==> src/rtl/ir_queue_decoder.sv <==
// Instruction register with prefetch FIFO and one-hot opcode decoder.
// It supports a HALT state with resume, illegal-opcode flagging and flush.
module ir_queue_decoder #(
  parameter int DATA_W  = 8,
  parameter int OPC_W   = 3,
  parameter int NUM_OPS = 7,
  parameter int DEPTH   = 4
) (
  input  logic                      clk,
  input  logic                      rst,
  input  logic [DATA_W-1:0]         instr_in,
  input  logic                      instr_valid,
  output logic                      instr_ready,
  input  logic                      flush,
  input  logic                      next,
  input  logic                      resume,
  output logic                      dec_valid,
  output logic [NUM_OPS-1:0]        op_onehot,
  output logic [DATA_W-OPC_W-1:0]   operand,
  output logic                      illegal,
  output logic                      halted,
  output logic [$clog2(DEPTH):0]    level
);

  localparam int PTR_W = $clog2(DEPTH);
  localparam int LVL_W = PTR_W + 1;
  localparam logic [OPC_W-1:0] HALT_OPC = OPC_W'(NUM_OPS - 1);

  typedef enum logic {RUN, HALTED} state_t;

  state_t            state;
  logic [DATA_W-1:0] mem [DEPTH];
  logic [PTR_W-1:0]  wr_ptr, rd_ptr;
  logic [DATA_W-1:0] ir;
  logic [DATA_W-1:0] head;
  logic              push, pop, halt_now, retire;

  function automatic logic [NUM_OPS-1:0] decode(input logic [OPC_W-1:0] opc);
    logic [NUM_OPS-1:0] v;
    v = '0;
    for (int k = 0; k < NUM_OPS; k++) v[k] = (opc == OPC_W'(k));
    return v;
  endfunction

  assign head        = mem[rd_ptr];
  assign instr_ready = (level < LVL_W'(DEPTH));
  assign push        = instr_valid && instr_ready && !flush;
  assign halt_now    = (state == RUN) && dec_valid && next && (ir[OPC_W-1:0] == HALT_OPC);
  // The halting cycle must not reload the IR, so it blocks the pop.
  assign pop         = (state == RUN) && (level != '0) && (!dec_valid || next) && !halt_now;
  assign retire      = (state == RUN) && dec_valid && next;
  assign operand     = ir[DATA_W-1:OPC_W];
  assign halted      = (state == HALTED);

  // NOTE: FIFO storage has no reset; pointers and level alone define validity.
  always_ff @(posedge clk) begin
    if (push) mem[wr_ptr] <= instr_in;
  end

  // NOTE: all state below uses non-blocking assignments so every register samples pre-edge values.
  always_ff @(posedge clk) begin
    if (rst) begin
      wr_ptr    <= '0;
      rd_ptr    <= '0;
      level     <= '0;
      ir        <= '0;
      dec_valid <= 1'b0;
      op_onehot <= '0;
      illegal   <= 1'b0;
      state     <= RUN;
    end else if (flush) begin
      wr_ptr    <= '0;
      rd_ptr    <= '0;
      level     <= '0;
      dec_valid <= 1'b0;
      op_onehot <= '0;
      illegal   <= 1'b0;
    end else begin
      if (push) wr_ptr <= wr_ptr + 1'b1;
      if (pop)  rd_ptr <= rd_ptr + 1'b1;
      case ({push, pop})
        2'b10:   level <= level + 1'b1;
        2'b01:   level <= level - 1'b1;
        default: level <= level;
      endcase

      // Decode alongside the IR load so the control vector lines up with the IR.
      if (pop) begin
        ir        <= head;
        dec_valid <= 1'b1;
        op_onehot <= decode(head[OPC_W-1:0]);
        illegal   <= (32'(head[OPC_W-1:0]) >= 32'(NUM_OPS));
      end else if (retire) begin
        dec_valid <= 1'b0;
        op_onehot <= '0;
        illegal   <= 1'b0;
      end

      if (halt_now)
        state <= HALTED;
      else if (state == HALTED && resume)
        state <= RUN;
    end
  end

endmodule

==> config.mk <==
export PLATFORM = sky130hd
export DESIGN_NAME = ir_queue_decoder
export DESIGN_NICKNAME = d
export VERILOG_FILES = /design/src/rtl/ir_queue_decoder.sv
export SDC_FILE = /design/constraint.sdc
export NUM_CORES = 1
export LEC_CHECK = 0
export ABC_AREA = 1
export BUFFER_PORTS_ARGS = -buffer_cell sky130_fd_sc_hd__buf_2
export CELL_PAD_IN_SITES_DETAIL_PLACEMENT = 1
export CELL_PAD_IN_SITES_GLOBAL_PLACEMENT = 1
export CORE_ASPECT_RATIO = 0.9
export CORE_MARGIN = 1
export CORE_UTILIZATION = 35
export DETAILED_ROUTE_END_ITERATION = 16
export HOLD_SLACK_MARGIN = 0.08
export MAX_ROUTING_LAYER = met4
export PLACE_DENSITY = 0.65
export SYNTH_ARGS = -nofsm -noshare
export SYNTH_HDL_FRONTEND = slang
export SYNTH_SLANG_ARGS = --single-unit
==> constraint.sdc <==
create_clock -name clk -period 2.7 [get_ports clk]
set_input_delay 0.54 -clock clk [delete_from_list [all_inputs] [get_ports clk]]
set_output_delay 0.54 -clock clk [all_outputs]
set_load 0.01 [all_outputs]
Word-level counts from Yosys, hierarchy flattened:

Memory sizes are Yosys's and may differ from the RTL's. A register that Yosys moved wholly into a read port is not among the register bits.
Index checks and enable logic that the tools add are counted.

* add/sub/neg operators: 4
* $mul: 0
* divide/modulo/power cells: 0
* magnitude comparators: 2
* equality and inequality tests: 9
* shift-type cells: 0
* mux-type cells: 12
* bitwise operators: 2
* reduce and logical (&&, ||, !) cells: 21

Operator list (count)
* $mux 7: 2
* $eq 3x3->1 const B: 4
* $logic_and 1x1->1: 9
* $mux 1: 7
* $eq 3x2->1 const B: 2
* $pmux 3 s2: 1
* $reduce_bool 2->1: 3
* $add 2x1->2 const B: 2
* $mux 2: 2
* $reduce_and 2->1: 2
* $add 3x1->3 const B: 1
* $eq 3x1->1 const B: 1
* $ge 3x3->1 const B: 1
* $logic_not 1->1: 3
* $logic_not 3->1: 1
* $lt 3x3->1 const B: 1
* $reduce_bool 3->1: 1
* $sub 3x1->3 const B: 1
* $eq 2x1->1 const B: 1
* $eq 2x2->1 const B: 1
* $not 1->1: 2
* $reduce_or 2->1: 1
* $logic_or 1x1->1: 1

* flip-flop bits (word level): 25
* bits in latches: 0
* RAM bits: 32
* bits in read-only memories: 0
* input port bits: 14
* memories: 1

Memories
* mem: depth 4, bits a word 8, rd ports 1, clocked after Yosys merged registers in 1, write ports 1, line 32 `logic [DATA_W-1:0] mem [DEPTH];`

Longest topological paths before layout:

Gate-level depths: netlist (run 1).

* depth in word-level cells: 8
* depth in mapped cells: 11
* mapped depth without buffers: 11

Worst setup path after synthesis (run 1):

OpenSTA, ideal clock, no wires.

* path type: input -> register
* start: input flush
* end: register level[2]
* setup time: 0.058 ns
* data arrival time: 2.046 ns
* required time: 2.642 ns
* slack: 0.596 ns
* cell stages on the path: 9
* buffers on the path: 0
* cells stage by stage: clkinv_1 nand3_1 ha_1 inv_1 fa_1 a21oi_1 o21ai_0 a21oi_1 o21a_1

* word-level cells in the longest chain between the ends: 4
* elaborated cells between the ends (all ways): 7
* those cells by class: 2 x eq/ne; 1 x mux; 4 x reduce/logical

Ends and longest elaborated chain
* start, declared: line 14 `input logic flush,`
* $logic_not 1->1: line 47 `assign push = instr_valid && instr_ready && !flush;`
* $logic_and 1x1->1: line 47
* $eq 2x1->1 / $eq 2x2->1 (equally long branches): line 81 `case ({push, pop})`
* $pmux 3 s2 / $reduce_bool 2->1 (equally long branches)
* end signal, assigned: line 82 `2'b10: level <= level + 1'b1;`
* end signal, assigned: line 83 `2'b01: level <= level - 1'b1;`
* end signal, assigned: line 84 `default: level <= level;`
* end, declared: line 22 `output logic [$clog2(DEPTH):0] level`

Parallel ways exist; a longest one is shown, timed or not.
A chain may end at the register's enable or synchronous reset.

Worst setup path in the final report (run 1):

* start: register level[1]
* end: register level[2]

* word-level cells in the longest chain between the ends: 6
* elaborated cells between the ends (all ways): 13
* those cells by class: 2 x add/sub; 1 x order compare; 2 x eq/ne; 1 x mux; 7 x reduce/logical

Ends and longest elaborated chain
* $reduce_bool 3->1 *: line 50 `assign pop = (state == RUN) && (level != '0) && (!dec_valid || next) && !halt_now;`
* $logic_and 1x1->1 * (3 in a row): line 50
* via pop: line 36 `logic push, pop, halt_now, retire;`
* $eq 2x1->1 / $eq 2x2->1 (equally long branches): line 81
* $pmux 3 s2 / $reduce_bool 2->1 (equally long branches)

Mark *: on every way through the listed nets, which the timed path passes. The rest lies on a longest branch.

==> results of run 1 <==
## registers in the layout, indices dropped and copies added (netlist names), named ones only
| name | count |
|---|---|
| ir | 8 |
| illegal | 1 |
| dec_valid | 1 |
| mem | 32 |
| op_onehot | 7 |
| halted | 1 |
| wr_ptr | 2 |
| level | 3 |
| rd_ptr | 2 |
## stage by stage
step           hold slack (ns)  cells  setup WS [ns]  utilization (%)  area (sq um)
4_1_cts                  0.388    390          0.516             44.3          2980
5_1_grt                  0.407    390          0.306             44.3          2980
2_1_floorplan            0.441    257          0.596                -          2490
3_3_place_gp             0.465    374          0.386             40.7          2740
3_5_place_dp             0.470    374          0.303             40.7          2740
6_report                 0.410    390          0.537             44.3          2980
## worst min-delay path by stage
| stage | endpoint | slack (ns) |
|---|---|---|
| final | ir[1] | 0.41 |
| after global routing | mem[0][7] | 0.41 |
| after CTS | ir[1] | 0.39 |
| after detailed placement | level[0] | 0.47 |
| after global placement | ir[0] | 0.46 |
| after floorplan | ir[0] | 0.44 |
## cell usage after synthesis (5+ instances only)
cell type  number  area [sq um]
nand2_1        49           184
nor2_1         37           139
edfxtp_1       32           961
dfxtp_1        27           541
inv_1          24          90.1
nand3_1        21           105
a21oi_1        17          85.1
o21ai_0        12          60.1
buf_4           5          37.5
ha_1            5          62.6
o22ai_1         5          31.3
## cells in the final DEF (no fill, tap or decap)
master / instances
buf_4: 6
nor2_1: 37
xor2_1: 1
inv_2: 2
buf_2: 32
edfxtp_1: 32
o21bai_1: 1
nand3b_1: 1
inv_1: 24
fa_1: 1
nor3b_1: 2
clkinv_1: 1
o21ai_0: 12
nor2_4: 1
o22ai_1: 5
clkbuf_1: 1
clkinv_4: 1
nand2_1: 49
a211oi_1: 2
clkbuf_8: 9
o21a_1: 1
nor2_8: 1
nand3_1: 21
inv_6: 1
ha_1: 5
nand2_4: 1
a21oi_1: 17
clkinv_2: 1
nand3_4: 1
nand3_2: 1
bufinv_16: 3
dfxtp_1: 27
## report_power, final
group          internal [mW]  total (mW)  switching [mW]  leakage (nW)
Sequential             0.978       0.995          0.0166         0.509
Combinational         0.0811       0.245           0.164         0.588
Clock                  0.616       0.969           0.353         0.121
## routing by layer
metal	part of all wire, %	routed length, um
met4	1.4	69
met3	3.5	179
met2	48	2420
met5	0	0
met1	48	2430
## cells by family (layout without fill, tap and decap cells)
kind of cell	after synthesis	count (layout)	synth area share, %
xor gates and xnor gates	1	1	0.351
AOI/OAI and AO/OA	38	38	8.28
and+or+nand+nor	115	115	20.9
DFF	59	59	60.2
buffers and inverters	38	81	6.93
adders and majority gates	6	6	3.31
## area by class of cell
type	count	area (sq um)	area share (%)
inverters	27	101	3.40
multi-input cells	160	818	27.5
well taps	90	113	3.78
clock inverters	6	113	3.78
clock buffers	10	128	4.28
flip-flops and latches	59	1500	50.4
repair buffers	38	205	6.89
==> results.md, run 1 <==
Timing:
- Setup violations remaining at the end of the flow were counted as 0.
- The setup total negative slack is 0 ns.
- The minimum clock period after layout is between 2 and 2.5 ns.
- Between clock sinks in the finished design, the worst skew comes to around 0.009 ns.
- Timing would allow up to 0.462 GHz.
- Setup repair after global routing left no endpoint under its margin.
- The slew at the pin closest to its max-slew limit is 0.608 ns.
- The max-slew violation total from the final report was 0.
- The post-route clock period utilization is 80.1%.
- The final number of hold-violating endpoints is 0.
- The tightest slew margin relative to the limit is 59.4%.

Setup path:
- Tracing the worst setup path back leads to its startpoint at level[1].
- The most critical setup path has its endpoint at level[2].
- The setup slack of the worst register-to-register path is 0.54 ns.
- The critical path runs through a total of 11 cells.
- The logic depth of the worst register-to-register path is 11.
- Along the worst path, the maximum fanout reaches 9.
- In this design, the stage delay of the slowest critical-path cell is 0.37 ns.
- The endpoint kind of the worst setup timing path is a flip-flop.
- The cell type group with the largest total delay on the critical path is adder cells.
- The critical path in this run is classified as reg2reg.
- The worst endpoint required time is roughly 3.0 ns.
- The capture instance of the worst register-to-register path is level[2].
- Together, buffers and inverters on the worst path number 2.
- Traced cell by cell, the critical path runs through inv_1 -> nand3_1 -> nand3_4 -> nor2_8 -> ha_1 -> inv_1 -> fa_1 -> a21oi_1 -> o21ai_0 -> a21oi_1 -> o21a_1.
- At the worst endpoint, the arrival time is 2.44 ns.
- The startpoint of the worst register-to-register path is level[1].
- The worst-path cell with the longest stage delay is fa_1.
- The element type at the critical path start is a flip-flop.

Yosys:
- The number of synthesized flops with an enable pin is 32.
- The synthesized netlist net count is about 280.
- The sequential fraction of the synthesis area is 60.2%.
- Of all flip-flops after synthesis, the portion carrying an async set or reset was 0%.
- The total of flip-flops plus latches after synthesis is 59.
- The average size of a mapped cell is 9.70 sq um.
- The dominant synthesized flop cell is edfxtp_1.
- Yosys mapped the design onto 29 distinct sky130hd cell types.
- The yosys synthesis warning count is 0.
- The total standard cell area after synthesis is 0.00249 sq mm.
- The number of instances in the synthesized netlist is approximately 260.

Job:
- Across the run, the number of max-cap violations was 0.

Pwr:
- The total power divided by cell area is roughly 740 mW/mm^2.
- For this design the static power due to leakage is 1.22 nW.
- The worst ir drop on vdd is between 300 and 400 uV.
- The post-route total power is around 2.2 mW.

Routing:
- After detailed routing, the number of vias per cell comes to 4.53.
- For this block, the routed nets add up to 5100 um of wire.
- In the final routed layout, each cell accounts on average for 13.1 um.
- The pre-antenna-repair detailed-routing pass consisted of 4 iterations.
- The detailed router finished its first iteration with 53 violations.
- Across all layers, the routed design uses 1767 vias.
- After detailed routing, the number of remaining DRC violations is 0.
- The count of nets left with antenna violations once routing finished came out at 0.

CTS:
- The number of buffers inserted during clock tree synthesis is 9.
- The clock reaches the later pin of the worst-skew pair after 0.33 ns.
- The H-tree was split into 3 levels.
- The root buffer cell chosen for the clock tree is clkbuf_8.
- The total number of clock tree sinks is between 50 and 60.
- In this run, post-CTS repair resized a total of 0 instances.
- The clock edge transition at the registers on the reported setup and hold paths is 0.07 ns.
- In this run the post-CTS setup repair buffer count came out at 0.
- The number of buffers inserted by hold repair at cts is 0.
- TritonCTS built the clock tree.
- The largest buffer count on any clock path is 2.

Min path:
- The worst hold path passes through 2 cells.
- The worst hold-check path type is in2reg.
- The start point of the worst hold path is rst.

Run status:
- The flow ran to the end, and the final reports show no timing, DRC or antenna violations.

GRT:
- The met3 demand-to-capacity share in global routing is 4.54%.
- The met1 demand-to-capacity share in global routing is 18.7%.
- For this run the aggregate overflow at the end of global routing stands at 0.
- The number of antenna violations at the first check in global routing is 0.
- Entering global routing, the biggest net connects 19 pins.
- The global-route wire length before repair is 8680 um.
- The total global-route track usage is between 15 and 20%.
- The number of global-route vias before repair is about 1800.
- The met2 track demand over resource in global routing is about a quarter.
- The layer with the highest usage is met2.

Placed design:
- The global placement routability congestion is 0.717.
- The HPWL after detailed placement is between 3000 and 4000 um.
- The total of buffers placed on input and output ports is 32.

Floorplanning:
- The die covers ~0.0075 sq mm.
- During I/O placement, the number of pins put on the boundary was 33.
- The starting density of the core is 37.1%.
- The floorplan has 28 rows.
- The height of the die is 82.1 um.
- The core box area is 0.00673 sq mm.
- From left edge to right edge, the die measures 91.0 um.

Finish:
- The final-layout fill cell count is about 790.
- The fraction of layout cells with a size suffix above 1 is 20.0%.
- The area added between synthesis and finish is 19.5%.
- The final layout contains 315 nets.
- 0 antenna diodes ended up in the layout.
No activity file was read; power rests on OpenSTA's default activity.
==> run 2: changes to the inputs <==
Clock period 2.7 ns to 2 ns, I/O delays scaled along.
==> run 2 against run 1 <==
  * Worst hold slack got worse by 0.15 ns
  * Die area unchanged
  * Maximum frequency increased by 19%
  * Register-to-register slack got worse by 0.36 ns
  * Via count increased by 2.0%
  * Power increased by 37%
  * Global-route usage decreased by 0.15 points
  * Utilization increased by 1.7 points
  * Final cell count increased by 3.3%
  * Routed wire length increased by 0.29%
  * Clock power increased by 36%
  * Worst setup slack got worse by 0.36 ns
==> results.md, run 2 (synthesis results as in run 1) <==
Finish:
- The most frequent standard cell in the layout excluding fill and tap cells is nand2_1.
- The final-layout fill cell count is 794 (+0.25%).
- The largest register by flop count is mem.
- The number of nets in the final layout is 328 (+4.1%).
- Compared with the post-synthesis result, the final layout area differs by 24.0%.
- The final antenna diode count was 0 (unchanged).
- The number of flip-flops under the largest register name came to 32 (unchanged).
- The total area of multi-input combinational cells came to 828 sq um (+1.2%).
- The library cells used most frequently in the layout, excluding fill and tap cells, are 48 x nand2_1, 37 x nor2_1, 32 x buf_2, 32 x edfxtp_1, 24 x dfxtp_1.
- In the final layout, the registers with the most flip-flops are mem: 32 flops, ir: 8 flops, op_onehot: 7 flops.
- The fraction of layout cells with a size suffix above 1 was 25.6% (+5.6 points).
- The sequential cell area in the final layout is 0.00151 sq mm (+0.25%).

Job:
- The total of max-cap violations is 0 (unchanged).

Timing:
- The fmax is 0.549 GHz (+19%).
- The number of setup violations in the final report is 0 (unchanged).
- The minimum clock period after layout came to 1.82 ns (-0.340 ns).
- The worst-case setup margin in the final layout was 0.178 ns (-0.360 ns).
- The slew at the pin closest to its max-slew limit came to 0.504 ns (-0.104 ns).
- The tightest slew margin relative to the limit is 66.3% (+6.9 points).
- The post-route clock period utilization is 91.1% (+11 points).
- Setup repair after global routing left no endpoint under its margin.
- The clock skew is 0.00926 ns (+0.000291 ns).
- The max-slew violation total from the final report is 0 (unchanged).
- The final number of hold-violating endpoints came to 0 (unchanged).

GRT:
- The largest net degree at the start of global routing is 17 (-2).
- The global-route wire length before repair is 8460 um (-2.5%).
- The met3 demand-to-capacity share in global routing was 6.11% (+1.6 points).
- The total global routing overflow is 0 (unchanged).
- The number of antenna violations at the first check in global routing was 0 (unchanged).
- The met2 track demand over resource in global routing was 24.5% (-1.8 points).
- The total global-route track usage was 15.9% (-0.15 points).
- The number of global-route vias before repair was 1719 (-4.6%).
- The met1 demand-to-capacity share in global routing is 19.6% (+0.85 points).
- The layer with the highest usage is met2.

CTS:
- The number of buffers inserted by hold repair at cts is 0 (unchanged).
- The clock edge transition at the registers on the reported setup and hold paths was 0.07 ns (about the same).
- The largest buffer count on any clock path was 2 (unchanged).
- The TritonCTS clock tree is done.
- The depth of the CTS H-tree is 3 (unchanged).
- The root buffer cell chosen for the clock tree is clkbuf_8.
- The number of buffers inserted during clock tree synthesis is 9 (unchanged).
- The clock latency reported for the late side of the worst-skew pair came to 0.34 ns (about the same).
- The total number of clock tree sinks is 59 (unchanged).

Routing:
- The total iterations of the first detailed-routing run is 4 (unchanged).
- The overall via count from detail_route is 1802 (+2.0%).
- The routed length per placed instance is 12.7 um (-2.9%).
- The final routed wirelength across all metal layers is 5110 um (+0.29%).
- The post-detailed-route count of antenna-violating nets came to 0 (unchanged).
- The number of remaining DRC errors is 0 (unchanged).
- The via density per instance came to 4.47 (-1.3%).
- The number of DRC markers after the initial detailed-route iteration is 103 (+94%).

Floorplanning:
- The core box area was 0.00673 sq mm (unchanged).
- The die area is 0.00746 sq mm (unchanged).
- The height of the die is 82.1 um (unchanged).
- The placement row count came to 28 (unchanged).
- The number of top-level pins is 33 (unchanged).
- The starting density of the core is 37.1% (unchanged).
- The die extent in x is 91.0 um (unchanged).

Setup path:
- The logic depth of the worst register-to-register path is 11 (unchanged).
- The worst endpoint required time is 2.28 ns (-0.70 ns).
- The worst setup path is captured at a flip-flop.
- The arrival time of data at the critical path endpoint is 2.10 ns (-0.34 ns).
- STA classifies the critical path startpoint as a flip-flop.
- The highest fanout seen on the critical path is 5 (-4).
- The worst setup path is of the reg2reg kind.

Min path:
- The worst hold-check path type is in2reg.
- The number of cells on the worst hold path is 2 (unchanged).

Placed design:
- The HPWL after detailed placement was 3760 um (+2.8%).
- The post-place setup slack came to -0.0746 ns (-0.377 ns).
- The total of buffers placed on input and output ports is 32 (unchanged).
- The global placement routability congestion is 0.745 (+3.9%).

Pwr:
- The cell leakage power is 1.28 nW (+5.0%).
- The total power divided by cell area was 982 mW/mm^2 (+32%).
- The worst ir drop on vdd was 392 uV (+13%).
- The post-route total power came to 3.04 mW (+37%).

Run status:
- The flow ran to the end, and the final reports show no timing, DRC or antenna violations.
## run 2: what timing repair did
| action | in CTS | in global routing |
|---|---|---|
| endpoints found under the setup margin | 0 | 1 |
| buffers inserted | 0 | 1 |
| gates resized for setup | 0 | 5 |
## run 2: layer usage
metal	vias up	share of wire, %
met5	-	0
met3	5	4.3
met1	815	49
li1	951	-
met2	31	45
met4	0	1.2
## run 2: report_power, final
group / switching, mW / internal, mW
logic: 0.233 / 0.146
registers: 0.0223 / 1.32
clock network: 0.485 / 0.830
## run 2: area by class of cell
class | instances | area share (%)
clock buffer | 10 | 4.13
clock inverter | 6 | 3.68
inverter | 27 | 3.28
multi-input combinational | 160 | 26.8
sequential | 59 | 48.7
tap | 90 | 3.64
timing repair buffer | 51 | 9.79
## run 2: worst paths after layout
path / start / endpoint / slack, ns
setup / recovery: level[2] / level[2] / 0.18
hold / removal: rst / ir[0] / 0.27
setup reg to reg: level[2] / level[2] / 0.18
hold reg to reg: level[0] / level[0] / 0.47
## run 2: critical path, stage by stage, from the launching register on
cell	delay, ns
dfxtp_2	0.33
inv_2	0.06
nand3_2	0.09
nand3_4	0.10
nor2_8	0.12
ha_1	0.14
inv_1	0.06
fa_2	0.33
a21oi_1	0.15
o21ai_1	0.10
a21oi_1	0.15
o21a_1	0.13
## run 2: metrics by stage
stage                     instance area [sq um]  utilization [%]  instances  hold slack [ns]  setup TNS (ns)
after detailed placement                   2830             42.1        386            0.462         -0.0746
after global routing                       3090             46.0        403            0.241               0
after floorplan                            2500                -        257            0.441               0
after global placement                     2830             42.1        386            0.450         -0.0271
final                                      3090             46.0        403            0.265               0
after CTS                                  3070             45.7        402            0.253               0
==> run 3: changes to the inputs <==
==> constraint.sdc (replaced) <==
create_clock -name clk -period 2 [get_ports clk]
set_input_delay 0.2 -clock clk [delete_from_list [all_inputs] [get_ports clk]]
set_output_delay 0.2 -clock clk [all_outputs]
set_load 0.01 [all_outputs]
==> run 3 against run 2 <==
  * Power decreased by 10%
  * Die area unchanged
  * Maximum frequency decreased by 4.0%
  * Sequential share of layout area increased by 0.080 points
  * Final cell count increased by 1.2%
  * Clock-buffer cell count increased by 4
  * Sequential cell count unchanged
  * Non-clock buffer count increased by 5
  * Critical path depth unchanged
==> results.md, run 3 (synthesis results as in run 1) <==
Timing:
- The max-slew violation total from the final report is 0 (unchanged).
- The number of setup violations in the final report is 0 (unchanged).
- The fmax is 0.527 GHz (-4.0%).
- The minimum clock period after layout is 1.90 ns (+0.0767 ns).
- The slew at the pin closest to its max-slew limit is 0.636 ns (+0.132 ns).
- The post-route clock period utilization is 95.0% (+3.8 points).
- The tightest slew margin relative to the limit is 57.5% (-8.8 points).
- The setup total negative slack was 0 ns (unchanged).
- The final number of hold-violating endpoints is 0 (unchanged).
- The clock skew is 0.0112 ns (+0.00194 ns).

GRT:
- The largest net degree at the start of global routing is 19 (+2).
- The number of antenna violations at the first check in global routing is 0 (unchanged).
- The total global-route track usage is 16.7% (+0.77 points).
- The global-route wire length before repair is 8870 um (+4.9%).
- The number of global-route vias before repair was 1768 (+2.9%).
- The total global routing overflow is 0 (unchanged).

Min path:
- In this run the worst hold path is classified as in2reg.

Placed design:
- The cell area after placement is 0.00280 sq mm (-1.1%).
- The HPWL after detailed placement was 3730 um (-0.83%).
- The global placement routability congestion is 0.792 (+6.3%).
- The total of buffers placed on input and output ports is 32 (unchanged).

Job:
- The total of max-cap violations is 0 (unchanged).

Pwr:
- The total power divided by cell area came to 881 mW/mm^2 (-10%).
- The cell leakage power is 1.27 nW (-0.48%).
- The worst ir drop on vdd is 347 uV (-11%).

Floorplanning:
- The die area is 0.00746 sq mm (unchanged).
- The die extent in x is 91.0 um (unchanged).
- The number of top-level pins is 33 (unchanged).
- The height of the die is 82.1 um (unchanged).
- The starting density of the core was 37.1% (unchanged).
- The placement row count is 28 (unchanged).
- The core box area is 0.00673 sq mm (unchanged).

Routing:
- The total iterations of the first detailed-routing run is 4 (unchanged).
- The overall via count from detail_route was 1853 (+2.8%).
- The post-detailed-route count of antenna-violating nets is 0 (unchanged).
- The routed length per placed instance is 13.1 um (+3.2%).
- The number of remaining DRC errors was 0 (unchanged).
- The via density per instance is 4.54 (+1.6%).
- The final routed wirelength across all metal layers is 5340 um (+4.5%).
- The number of DRC markers after the initial detailed-route iteration came to 32 (-69%).

Finish:
- In the layout the commonest cells are 48 x nand2_1, 37 x nor2_1, 32 x buf_2, 32 x edfxtp_1, 23 x dfxtp_1.
- The area added between synthesis and finish came to 23.9% (about the same).
- The number of flip-flops under the largest register name is 32 (unchanged).
- The total area of multi-input combinational cells was 835 sq um (+0.76%).
- The largest registers in the layout are mem: 32 flops, ir: 8 flops, op_onehot: 7 flops.
- The sequential cell area in the final layout is 0.00151 sq mm (about the same).
- The end-of-flow core utilization is 45.9% (about the same).
- The most frequent standard cell in the layout excluding fill and tap cells is nand2_1.
- The number of nets in the final layout is 333 (+1.5%).
- The final standard cell area without fillers is 0.00309 sq mm (about the same).
- The final-layout fill cell count is 817 (+2.9%).
- The largest register by flop count is mem.
- The fraction of layout cells with a size suffix above 1 is 24.5% (-1.0 points).
- The final antenna diode count came to 0 (unchanged).

CTS:
- The clock edge transition at the registers on the reported setup and hold paths is 0.06 ns (about the same).
- The tree is rooted in a clkbuf_8.
- The number of buffers inserted during clock tree synthesis came to 9 (unchanged).
- The largest buffer count on any clock path came to 2 (unchanged).
- The clock latency reported for the late side of the worst-skew pair is 0.34 ns (about the same).
- The total number of clock tree sinks is 59 (unchanged).
- The depth of the CTS H-tree is 3 (unchanged).
- The TritonCTS clock tree is done.

Run status:
- The run finished with clean final reports.

Setup path:
- The worst setup path category is reg2reg.
- The worst endpoint required time is 2.28 ns (about the same).
- The arrival time of data at the critical path endpoint came to 2.18 ns (+0.08 ns).
- The element type at the critical path start is a flip-flop.
- The highest fanout seen on the critical path is 3 (-2).
- STA classifies the critical path endpoint as a flip-flop.
-- run 3: cell types whose count changed in the layout (fill, tap and decap cells not counted), sizes merged --
cell	before	now
bufinv	3	0
clkinvlp	2	0
buf	51	48
clkbuf	10	14
clkinv	2	3
dlygate4sd3	0	8
-- run 3: what timing repair did --
item,CTS,global route
setup buffers,0,2
hold endpoints to repair,31,0
pin swaps,0,2
hold buffers,8,0
resized for setup,1,8
endpoints found under the setup margin,1,1
-- run 3: layer usage --
layer	part of all wire (%)	wire length [um]	track usage (%)
met1	48	2540	19.6
met2	47	2530	26.0
met3	3.9	207	5.93
met4	1.3	72	7.62
met5	0	0	-
-- run 3: final timing paths --
path	start	depth (start not counted)	slack (ns)	endpoint
worst min register to register	level[0]	2	0.46	level[0]
worst max register to register	level[1]	11	0.10	level[2]
worst max-delay path	level[1]	11	0.10	level[2]
worst min-delay path	instr_in[0]	1	0.11	mem[3][0]
-- run 3: worst max-delay path: stages, from the launching register on --
cell and delay [ns]:
dfxtp_2 0.35, inv_2 0.06, nand3_2 0.09, nand3_4 0.10
nor2_8 0.12, ha_2 0.18, inv_2 0.06, fa_2 0.40
a21oi_2 0.13, o21ai_1 0.09, a21oi_1 0.13, o21a_1 0.14
-- run 3: through the flow --
| stage | worst slack, ns | instances | hold slack (ns) | power (mW) |
|---|---|---|---|---|
| floorplan | 0.0181 | 257 | 0.269 | 1.62 |
| global placement | 0.0902 | 382 | 0.419 | 1.74 |
| detailed placement | 0.00711 | 382 | 0.418 | 1.74 |
| CTS | 0.00583 | 406 | 0.0876 | 2.75 |
| global route | -0.000459 | 408 | 0.101 | 2.86 |
| finish | 0.101 | 408 | 0.108 | 2.72 |
-- run 3: area by class of cell --
cell class                      count  share of cell area [%]
Sequential cell                    59                    48.8
Multi-Input combinational cell    160                    27.0
Timing Repair Buffer               56                    11.7
Clock buffer                       14                    5.31
Tap cell                           90                    3.65
Inverter                           27                    3.28
Clock inverter                      2                   0.324
-- run 3: report_power, final --
group / internal (mW) / switching, mW
Clock: 0.523 / 0.449
Combinational: 0.159 / 0.246
Sequential: 1.32 / 0.0220
